[src/rtl/mem_req_arbiter.sv]
// mem_req_arbiter: merges instruction-fetch and data-memory requests onto the
// single-outstanding read/write bridge interface and routes the responses back.
// Data accesses are flagged no_icache so they bypass the bridge's line buffer.
// All outputs come straight from registers.
module mem_req_arbiter #(
  parameter int ADDR_WIDTH = 64,
  parameter int DATA_WIDTH = 64,
  parameter int MASK_WIDTH = DATA_WIDTH / 8
) (
  input  logic                  clk,
  input  logic                  rst,
  input  logic                  if_req_i,
  input  logic [ADDR_WIDTH-1:0] if_addr_i,
  input  logic                  if_kill_i,
  output logic                  if_ack_o,
  output logic [DATA_WIDTH-1:0] if_rdata_o,
  input  logic                  mem_req_i,
  input  logic                  mem_we_i,
  input  logic [ADDR_WIDTH-1:0] mem_addr_i,
  input  logic [DATA_WIDTH-1:0] mem_wdata_i,
  input  logic [MASK_WIDTH-1:0] mem_wmask_i,
  output logic                  mem_ack_o,
  output logic [DATA_WIDTH-1:0] mem_rdata_o,
  output logic                  r_ena_o,
  output logic                  w_ena_o,
  output logic [ADDR_WIDTH-1:0] addr_o,
  output logic [DATA_WIDTH-1:0] w_data_o,
  output logic [MASK_WIDTH-1:0] w_mask_o,
  output logic                  no_icache_o,
  input  logic                  r_ready_i,
  input  logic [DATA_WIDTH-1:0] r_data_i,
  input  logic                  w_ready_i
);

  typedef enum logic [2:0] {
    S_IDLE        = 3'd0,
    S_IF_WAIT     = 3'd1,
    S_MEM_RD_WAIT = 3'd2,
    S_MEM_WR_WAIT = 3'd3,
    S_DONE        = 3'd4
  } state_t;

  state_t                r_state;
  state_t                w_state_nxt;
  logic                  r_kill_pend;
  logic                  w_kill_pend_nxt;

  logic                  r_if_ack;
  logic [DATA_WIDTH-1:0] r_if_rdata;
  logic                  r_mem_ack;
  logic [DATA_WIDTH-1:0] r_mem_rdata;
  logic                  r_r_ena;
  logic                  r_w_ena;
  logic [ADDR_WIDTH-1:0] r_addr;
  logic [DATA_WIDTH-1:0] r_wdata;
  logic [MASK_WIDTH-1:0] r_wmask;
  logic                  r_no_icache;

  logic                  w_if_ack;
  logic [DATA_WIDTH-1:0] w_if_rdata;
  logic                  w_mem_ack;
  logic [DATA_WIDTH-1:0] w_mem_rdata;
  logic                  w_r_ena;
  logic                  w_w_ena;
  logic [ADDR_WIDTH-1:0] w_addr;
  logic [DATA_WIDTH-1:0] w_wdata;
  logic [MASK_WIDTH-1:0] w_wmask;
  logic                  w_no_icache;

  assign if_ack_o    = r_if_ack;
  assign if_rdata_o  = r_if_rdata;
  assign mem_ack_o   = r_mem_ack;
  assign mem_rdata_o = r_mem_rdata;
  assign r_ena_o     = r_r_ena;
  assign w_ena_o     = r_w_ena;
  assign addr_o      = r_addr;
  assign w_data_o    = r_wdata;
  assign w_mask_o    = r_wmask;
  assign no_icache_o = r_no_icache;

  // State register plus registered outputs; synchronous active-low reset.
  always_ff @(posedge clk) begin
    if (!rst) begin
      r_state     <= S_IDLE;
      r_kill_pend <= 1'b0;
      r_if_ack    <= 1'b0;
      r_if_rdata  <= {DATA_WIDTH{1'b0}};
      r_mem_ack   <= 1'b0;
      r_mem_rdata <= {DATA_WIDTH{1'b0}};
      r_r_ena     <= 1'b0;
      r_w_ena     <= 1'b0;
      r_addr      <= {ADDR_WIDTH{1'b0}};
      r_wdata     <= {DATA_WIDTH{1'b0}};
      r_wmask     <= {MASK_WIDTH{1'b0}};
      r_no_icache <= 1'b0;
    end else begin
      r_state     <= w_state_nxt;
      r_kill_pend <= w_kill_pend_nxt;
      r_if_ack    <= w_if_ack;
      r_if_rdata  <= w_if_rdata;
      r_mem_ack   <= w_mem_ack;
      r_mem_rdata <= w_mem_rdata;
      r_r_ena     <= w_r_ena;
      r_w_ena     <= w_w_ena;
      r_addr      <= w_addr;
      r_wdata     <= w_wdata;
      r_wmask     <= w_wmask;
      r_no_icache <= w_no_icache;
    end
  end

  // Next-state and next-output logic: grant in IDLE, await bridge response in WAIT.
  always_comb begin
    w_state_nxt     = r_state;
    w_kill_pend_nxt = r_kill_pend;
    w_if_ack        = 1'b0;
    w_mem_ack       = 1'b0;
    w_r_ena         = 1'b0;
    w_w_ena         = 1'b0;
    w_if_rdata      = r_if_rdata;
    w_mem_rdata     = r_mem_rdata;
    w_addr          = r_addr;
    w_wdata         = r_wdata;
    w_wmask         = r_wmask;
    w_no_icache     = r_no_icache;

    case (r_state)
      S_IDLE: begin
        // Data access wins: it belongs to an older instruction than the fetch.
        if (mem_req_i) begin
          w_addr      = mem_addr_i;
          w_wdata     = mem_wdata_i;
          w_wmask     = mem_wmask_i;
          w_no_icache = 1'b1;
          if (mem_we_i) begin
            w_w_ena     = 1'b1;
            w_state_nxt = S_MEM_WR_WAIT;
          end else begin
            w_r_ena     = 1'b1;
            w_state_nxt = S_MEM_RD_WAIT;
          end
        end else if (if_req_i && !if_kill_i) begin
          w_addr          = if_addr_i;
          w_wdata         = {DATA_WIDTH{1'b0}};
          w_wmask         = {MASK_WIDTH{1'b0}};
          w_no_icache     = 1'b0;
          w_r_ena         = 1'b1;
          w_kill_pend_nxt = 1'b0;
          w_state_nxt     = S_IF_WAIT;
        end else begin
          w_state_nxt = S_IDLE;
        end
      end
      S_IF_WAIT: begin
        if (r_ready_i) begin
          // A flushed fetch still has to drain its bridge response, but silently.
          w_state_nxt     = S_DONE;
          w_kill_pend_nxt = 1'b0;
          if (!(r_kill_pend || if_kill_i)) begin
            w_if_ack   = 1'b1;
            w_if_rdata = r_data_i;
          end else begin
            w_if_ack = 1'b0;
          end
        end else if (if_kill_i) begin
          w_kill_pend_nxt = 1'b1;
        end else begin
          w_kill_pend_nxt = r_kill_pend;
        end
      end
      S_MEM_RD_WAIT: begin
        if (r_ready_i) begin
          w_mem_ack   = 1'b1;
          w_mem_rdata = r_data_i;
          w_state_nxt = S_DONE;
        end else begin
          w_state_nxt = S_MEM_RD_WAIT;
        end
      end
      S_MEM_WR_WAIT: begin
        if (w_ready_i) begin
          w_mem_ack   = 1'b1;
          w_state_nxt = S_DONE;
        end else begin
          w_state_nxt = S_MEM_WR_WAIT;
        end
      end
      S_DONE: begin
        // One-cycle bubble so the acked client can drop its request first.
        w_state_nxt = S_IDLE;
      end
      default: begin
        w_state_nxt     = S_IDLE;
        w_kill_pend_nxt = 1'b0;
      end
    endcase
  end

endmodule

[config.mk]
export PLATFORM = sky130hd
export DESIGN_NAME = mem_req_arbiter
export DESIGN_NICKNAME = d
export VERILOG_FILES = /design/src/rtl/mem_req_arbiter.sv
export SDC_FILE = /design/constraint.sdc
export NUM_CORES = 1
export LEC_CHECK = 0
export ABC_CLOCK_PERIOD_IN_PS = 1900
export BUFFER_PORTS_ARGS = -buffer_cell sky130_fd_sc_hd__buf_2
export CORE_AREA = 2 2 209 211
export DETAILED_ROUTE_END_ITERATION = 7
export DIE_AREA = 0 0 211 213
export GPL_ROUTABILITY_DRIVEN = 0
export HOLD_SLACK_MARGIN = 0.06
export PLACE_DENSITY_LB_ADDON = 0.15
export SKIP_LAST_GASP = 1
export SLEW_MARGIN = 20
export SYNTH_ARGS = -nofsm -noshare
export SYNTH_HDL_FRONTEND = slang
export SYNTH_SLANG_ARGS = --single-unit
[constraint.sdc]
create_clock -name clk -period 1.9 [get_ports clk]
set_input_delay 0.095 -clock clk [delete_from_list [all_inputs] [get_ports clk]]
set_output_delay 0.095 -clock clk [all_outputs]
set_load 0.05 [all_outputs]
# Word-level counts from Yosys, hierarchy flattened
# Index checks and enable logic that the tools add are counted.
[totals] ff_bits=273 inputBits=272
[classes] eq_ne=8 muxes=27 bitwise_logic=2 reduce_logical=13
[op_table] cell="2-to-1 mux 64 bit" n=4
[op_table] cell="2-to-1 mux 8 bit" n=2
[op_table] cell="2-to-1 mux 1 bit" n=14
[op_table] cell="2-to-1 mux 3 bit" n=4
[op_table] cell="case mux 3 bit (4 select lines)" n=1
[op_table] cell="AND reduction 3 bit" n=3
[op_table] cell="== test 3 x 2 -> 1 bit (second input constant)" n=2
[op_table] cell="!= test 2 bit (second input constant)" n=3
[op_table] cell="AND reduction 2 bit" n=3
[op_table] cell="AND reduction 4 bit" n=1
[op_table] cell="== test 3 x 1 -> 1 bit (second input constant)" n=1
[op_table] cell="== test 3 bit (second input constant)" n=1
[op_table] cell="zero test 3 bit" n=1
[op_table] cell="!= test 3 bit (second input constant)" n=1
[op_table] cell="case mux 1 bit (3 select lines)" n=1
[op_table] cell="OR reduction 3 bit" n=1
[op_table] cell="inverter 1 bit" n=2
[op_table] cell="case mux 1 bit (2 select lines)" n=1
[op_table] cell="nonzero test 2 bit" n=1
[op_table] cell="logical AND 1 bit" n=1
[op_table] cell="zero test 1 bit" n=1
[op_table] cell="logical OR 1 bit" n=1

# Longest topological paths before layout
# Gate-level depths: netlist (run 1).
[depth] word_depth=5 mapped_depth=6 ltp_nobuf=3

# Worst setup path after synthesis (run 1)
# OpenSTA, ideal clock, no wires.
[synth_path] path_kind="register to register" startpoint="register r_state[2]" endpoint="register r_wdata[50] (netlist: w_data_o[50])" setup_ns=0.117 t_arrival_ns=1.233 required_time_ns=1.783 path_slack_ns=0.550 stages_incl_launch_ff=7 cell_sequence="dfxtp_1 buf_4 nor3_2 o21ai_2 buf_6 buf_4 a32o_1"
[synth_between] elab_chain_cells=2
[synth_rtl] item="from (decl)" line_no="43" source="state_t r_state;"
[synth_rtl] item="from (signal assigned)" line_no="97" source="r_state <= w_state_nxt;"
[synth_rtl] item="zero test 3 bit" line_no="127" source="case (r_state)"
[synth_rtl] item="AND reduction 2 bit (no line)"
[synth_rtl] item="to (signal assigned)" line_no="93" source="r_wdata <= {DATA_WIDTH{1'b0}};"
[synth_rtl] item="to (signal assigned)" line_no="106" source="r_wdata <= w_wdata;"
[synth_rtl] item="to (decl)" line_no="55" source="logic [DATA_WIDTH-1:0] r_wdata;"
# Every way passes these cells.
# A chain may end at the register's enable or synchronous reset.

# Final worst setup path (run 1)
[layout_path] startpoint="input mem_req_i" endpoint="register r_addr[45] (netlist: addr_o[45])"
[layout_between] elab_chain_cells=2
[layout_rtl] item="from (decl)" line_no="17" source="input logic mem_req_i,"
[layout_rtl] item="nonzero test 2 bit (no line)"
[layout_rtl] item="AND reduction 2 bit (no line)"
[layout_rtl] item="to (signal assigned)" line_no="92" source="r_addr <= {ADDR_WIDTH{1'b0}};"
[layout_rtl] item="to (signal assigned)" line_no="105" source="r_addr <= w_addr;"
[layout_rtl] item="to (decl)" line_no="54" source="logic [ADDR_WIDTH-1:0] r_addr;"
# Several ways; a longest one is shown, not always the timed one.

==> out/results.ini, run 1 <==
[setup_path]
rrSetupSlack_ns = 0.14
worstSetupPathType = input pin to register
cp-endpoint = addr_o[45]$_SDFFE_PN0P_
cp_data_required_time_ns = 2.29
reg2reg_depth = 5
cp-end-kind = register
critPathLaunch = mem_req_i
worst-path-max-fanout = 27
start_kind = input pin
rr_endpoint = r_ena_o$_SDFF_PN0_
cp.arrival_ns = 2.26
reg2reg_from = r_state[1]$_SDFFE_PN0N_

[synth]
synthCells = 1119
synth-seq-cells = 273
ys_warn_count = 0
synth_area_sq_um = 10800
ys_seq_area_share_pct = 50.7
synth.distinct_cells = 34
synth_area_per_cell_sq_um = 9.64
async_reset_ff_share_pct = 0
synth_edf_count = 0
ys.flop_type = dfxtp_1
synth.net_count = 1391

[floorplan]
boundaryPins = 541
rows = 76
core-area_sq_um = 42700
fp.dieW_microns = 211
fp.dieArea_sq_um = 44900
start_util_pct = 25.3
die_y_microns = 213

[sta]
finalMaxSlewViolations = 0
worst_slack_ns = 0.0353
fin_tns_setup_ns = 0
rsz0062_at_grt = false
timing.final.crit_share_pct = 98.1
hold_viol_final = 0
max_freq_mhz = 536
clock-skew-final_ns = 0.0232
worstMarginPinSlew_ns = 0.583
period_minus_slack_ns = 1.86
slew_headroom_pct = 61.1
setup_viol = 0
hold_slack_ns = 0.199

[layout]
final_common_cell = buf_2
drive_above_1_share_pct = 35.8
area_growth_pct = 65.7
instances_no_fill = 2467
fin_nets = 2165
layout_common_cells = buf_2 (538), nand2_1 (385), dfxtp_1 (272), dlygate4sd3_1 (271), mux2i_1 (130)

[pwr]
intPower_w = 0.0118
p_comb_share_pct = 25.2
pwr-share-clk_pct = 38.2
p_per_area_nw_per_um2 = 977
p_sw_w = 0.00564
power_frac_seq_pct = 36.7
peakVddDrop_mv = 0.566
leakage_nw = 8.25
total_power_w = 0.0175
swShare_pct = 32.3

[place]
place_ws_ns = 0.251
place_inst = 2130
port_buffers = 540
dp_hpwl_microns = 28200

[job]
maxCapViolCount = 0

[global_route]
grt_max_degree = 142
grt_antenna_before_repair = 4
grt_usage_pct = 17.4
grt_pass1_wl_microns = 61400
grt_pass1_vias = 10900
overflow = 0

[detailed_routing]
wl_per_cell_microns = 16.7
vias = 10900
ant_nets = 0
drt_pass1_iterations = 5
route.detailed.drc = 0
drt_iter0_markers = 418
routed_via_density = 4.42
wl_microns = 41300

[cts]
clkSlewWorstSetupHoldPaths_ns = 0.06
htree_levels = 2
cts-buffers-inserted = 35
clockRootBuffer = clkbuf_16
cts.sinks = 273
cts.path.max_buffers = 3
cts_tree = yes
worst_skew_pair.late_latency_ns = 0.53

[status]
status = finished, final reports clean

[hold_path]
hp-class = input pin to register

## kinds of logic (layout without fill, tap and decap cells)
logic type             Yosys count  after routing  synth area share (%)
and+or+nand+nor                402            402                  14.6
DFF                            273            273                  50.7
muxes                          195            195                  18.8
AOI/OAI and AO/OA              148            148                  10.4
buffers and inverters          101            898                  5.53
other                            0              5                     0
## power groups by stage
| stage | Clock [W] | Combinational [W] | Sequential (W) |
|---|---|---|---|
| 6_report | 0.00666 | 0.00439 | 0.00640 |
| 5_1_grt | 0.00712 | 0.00464 | 0.00645 |
| 4_1_cts | 0.00687 | 0.00440 | 0.00640 |
| 3_5_place_dp | 0 | 0.00391 | 0.00651 |
| 3_3_place_gp | 0 | 0.00390 | 0.00650 |
| 2_1_floorplan | 0 | 0.00127 | 0.00800 |
## per-layer routing
layer	vias up	part of all wire [%]	global-route usage, %
met5	-	0	0
met4	0	3.7	7.21
met3	73	7.1	5.68
met2	390	48	29.7
met1	5060	42	20.2
li1	5387	-	-
## final cells by class
| class | instances | area, sq um |
|---|---|---|
| multi-input combinational | 745 | 4760 |
| sequential | 273 | 5470 |
| inverter | 2 | 7.51 |
| clock buffer | 48 | 1000 |
| antenna | 5 | 12.5 |
| timing repair buffer | 836 | 5790 |
| clock inverter | 12 | 141 |
| tap | 546 | 683 |
| fill | 4204 | 24800 |
## Yosys cell counts (all sizes together) (2+ instances only)
master,number,area share [%]
mux2i,130,12
nor2,3,0.10
clkbuf,38,1.3
a32o,72,6.7
nand2,385,13
inv,2,0.070
a21oi,67,3.1
mux2,65,6.8
o21ai,3,0.17
a211oi,3,0.21
dfxtp,273,51
nand4bb,2,0.21
nor3,2,0.14
buf,61,4.1
nor2b,3,0.20
## metrics by stage
step | utilization (%) | instance area, sq um
floorplan | - | 10800
global placement | 32.7 | 14000
detailed placement | 32.7 | 14000
CTS | 41.7 | 17800
global route | 41.8 | 17900
finish | 41.9 | 17900
## worst max-delay path: stages
cell	delay [ns]
dlygate4sd3_1	0.58
buf_6	0.21
buf_16	0.21
mux2_2	0.38
dlygate4sd3_1	0.57
nand2_1	0.09
mux2i_1	0.08
## state kept, by name, indices dropped and copies added, names as in the netlist
signal / cells
r_kill_pend: 1
no_icache_o: 1
w_mask_o: 8
r_state: 3
mem_ack_o: 1
addr_o: 64
w_data_o: 64
if_rdata_o: 64
mem_rdata_o: 64
r_ena_o: 1
if_ack_o: 1
w_ena_o: 1
## how the worst min path moves through the flow
stage | from | end | depth (start not counted)
floorplan | mem_we_i | r_ena_o$_SDFF_PN0_ | 1
global placement | mem_wdata_i[6] | w_data_o[6]$_SDFFE_PN0P_ | 2
detailed placement | mem_wmask_i[1] | w_mask_o[1]$_SDFFE_PN0P_ | 2
CTS | mem_addr_i[59] | addr_o[59]$_SDFFE_PN0P_ | 4
global route | if_req_i | r_kill_pend$_SDFFE_PN0P_ | 4
finish | if_req_i | r_kill_pend$_SDFFE_PN0P_ | 4
## repair_timing
action	in CTS	in global routing
hold buffers	270	1
endpoints found under the hold margin	272	1
endpoints found under the setup margin	0	54
buffers inserted	0	0
resized for setup	0	4
No activity file was read; power rests on OpenSTA's default activity.
==> run 2: changes to the inputs <==
Settings changed: GPL_ROUTABILITY_DRIVEN 0 to 1, MAX_ROUTING_LAYER set to met4.
==> run 2 against run 1 <==
- cell area stayed put
- worst setup slack better by 0.027 ns
- core utilization stayed put
- hold slack is essentially flat
- sequential power hardly changed
- critical path depth unchanged
- clock-buffer cell count stayed put
- non-clock buffer count did not move
- cell count is the same
- critical endpoint unchanged
- highest routed layer unchanged
==> out/results.ini, run 2 (same netlist as run 1, synthesis figures left out) <==
[sta]
clock-skew-final_ns = 0.0213  ; -0.00195 ns
fin_tns_setup_ns = 0  ; unchanged
timing.final.crit_share_pct = 96.7  ; -1.4 points
finalMaxSlewViolations = 0  ; unchanged
hold_slack_ns = 0.199  ; +0.0000240 ns
slew_headroom_pct = 60.1  ; -1.0 points
max_freq_mhz = 544  ; +1.5%
worstMarginPinSlew_ns = 0.599  ; +0.0157 ns
setup_viol = 0  ; unchanged
hold_viol_final = 0  ; unchanged
period_minus_slack_ns = 1.84  ; -0.0273 ns
rsz0062_at_grt = false

[cts]
cts_tree = yes
cts.path.max_buffers = 3  ; unchanged
clockRootBuffer = clkbuf_16
htree_levels = 2  ; unchanged
cts.sinks = 273  ; unchanged
clkSlewWorstSetupHoldPaths_ns = 0.06  ; about the same
cts-buffers-inserted = 35  ; unchanged
worst_skew_pair.late_latency_ns = 0.53  ; about the same

[setup_path]
cp_data_required_time_ns = 2.29  ; about the same
critPathTopFamily = buffers and inverters
cp_common_cell = dlygate4sd3_1
cp_cell_sequence = dlygate4sd3_1, buf_6, buf_16, mux2_2, dlygate4sd3_1, nand2_1, mux2i_1
cp-endpoint = addr_o[45]$_SDFFE_PN0P_
cp-end-kind = register
start_kind = input pin
critPathMaxStageDelay_ns = 0.57  ; about the same
worstSetupPathType = input pin to register
cp.arrival_ns = 2.23  ; -0.03 ns
rrSetupSlack_ns = 0.14  ; about the same
cp_num_buf_inv = 4  ; unchanged
critPathLaunch = mem_req_i
worst-path-max-fanout = 27  ; unchanged
reg2reg_depth = 5  ; unchanged
reg2reg_from = r_state[1]$_SDFFE_PN0N_
cp.depth = 7  ; unchanged
worst_path_max_delay_cell = dlygate4sd3_1
rr_endpoint = r_ena_o$_SDFF_PN0_

[detailed_routing]
routed_via_density = 4.41  ; -0.17%
ant_nets = 0  ; unchanged
wl_microns = 41300  ; about the same
route.detailed.drc = 0  ; unchanged
drt_pass1_iterations = 4  ; -1
wl_per_cell_microns = 16.7  ; about the same
vias = 10900  ; -0.17%
drt_iter0_markers = 485  ; +16%

[place]
dpl_cell_area_sq_um = 14000  ; unchanged
place_inst = 2130  ; unchanged
gp_congestion = 0.791
port_buffers = 540  ; unchanged
dp_hpwl_microns = 28200  ; unchanged

[hold_path]
hp-class = input pin to register

[pwr]
swShare_pct = 32.3  ; about the same
power_frac_seq_pct = 36.7  ; about the same
intPower_w = 0.0118  ; about the same
pwr-share-clk_pct = 38.2  ; about the same
p_per_area_nw_per_um2 = 977  ; about the same
total_power_w = 0.0175  ; about the same
peakVddDrop_mv = 0.565  ; -0.16%
p_comb_share_pct = 25.2  ; about the same
p_sw_w = 0.00564  ; about the same
leakage_nw = 8.25  ; unchanged

[layout]
fin_nets = 2165  ; unchanged
area_growth_pct = 65.7  ; unchanged
multiInputGateArea_sq_um = 4760  ; unchanged
layout_common_cells = buf_2 (538), nand2_1 (385), dfxtp_1 (272), dlygate4sd3_1 (271), mux2i_1 (130)
final_common_cell = buf_2
final_cell_area_sq_um = 17900  ; unchanged
n_fill_cell = 4206  ; +0.048%
seqCellArea_sq_um = 5470  ; unchanged
instances_no_fill = 2467  ; unchanged
drive_above_1_share_pct = 35.8  ; unchanged

[global_route]
grt_antenna_before_repair = 4  ; unchanged
grt_usage_pct = 17.9  ; +0.52 points
grt_pass1_wl_microns = 61300  ; -0.16%
grt_pass1_vias = 10900  ; +0.16%
overflow = 0  ; unchanged
grt_max_degree = 142  ; unchanged

[floorplan]
start_util_pct = 25.3  ; unchanged
rows = 76  ; unchanged
core-area_sq_um = 42700  ; unchanged
fp.dieW_microns = 211  ; unchanged
fp.dieArea_sq_um = 44900  ; unchanged
die_y_microns = 213  ; unchanged
boundaryPins = 541  ; unchanged

[job]
maxCapViolCount = 0  ; unchanged

[status]
status = finished, final reports clean

[run 2: cell counts in the layout (fill, tap and decap cells not counted)]
Identical to the previous run, type by type.
[run 2: per-layer routing]
metal | global-route usage (%) | vias to the layer above | share of wire (%)
li1 | - | 5382 | -
met1 | 20.5 | 5030 | 42
met2 | 29.7 | 403 | 48
met3 | 5.21 | 76 | 6.9
met4 | 7.16 | 0 | 3.7
met5 | - | - | 0
[run 2: metrics by stage]
step	util, %	setup WS (ns)
4_1_cts	41.7	0.0234
2_1_floorplan	-	0.550
6_report	41.9	0.0625
3_5_place_dp	32.7	0.251
5_1_grt	41.9	0.0167
3_3_place_gp	32.7	0.303
[run 2: final cells by class]
cell class / count / share of cell area (%)
clock inverter: 12 / 0.791
clock buffer: 48 / 5.62
sequential: 273 / 30.6
inverter: 2 / 0.0420
tap: 546 / 3.82
timing repair buffer: 836 / 32.4
multi-input combinational: 745 / 26.6
antenna: 5 / 0.0700
[run 2: how the worst min path moves through the flow]
stage                     slack [ns]                        to            from  cells past startpoint
after CTS                       0.06   addr_o[59]$_SDFFE_PN0P_  mem_addr_i[59]                      4
after global placement          0.30  w_data_o[6]$_SDFFE_PN0P_  mem_wdata_i[6]                      2
after detailed placement        0.31  w_mask_o[1]$_SDFFE_PN0P_  mem_wmask_i[1]                      2
after global routing            0.21  r_kill_pend$_SDFFE_PN0P_        if_req_i                      4
final                           0.20  r_kill_pend$_SDFFE_PN0P_        if_req_i                      4
after floorplan                 0.20        r_ena_o$_SDFF_PN0_        mem_we_i                      1
[run 2: tightest hold or removal path, cell delays in order]
cell	delay [ns]
buf_2	0.07
nor2b_1	0.27
a211o_1	0.19
a211oi_1	0.06
[run 2: power by group through the flow]
stage | sequential (W) | clock, W | combinational [W]
finish | 0.00640 | 0.00666 | 0.00439
global route | 0.00645 | 0.00713 | 0.00464
CTS | 0.00640 | 0.00687 | 0.00440
detailed placement | 0.00651 | 0 | 0.00391
global placement | 0.00650 | 0 | 0.00390
floorplan | 0.00800 | 0 | 0.00127
[run 2: what timing repair did]
item / CTS / global route
endpoints found under the hold margin: 272 / 1
hold buffers: 270 / 1
resized for setup: 0 / 4
setup buffers: 0 / 0
endpoints found under the setup margin: 0 / 54
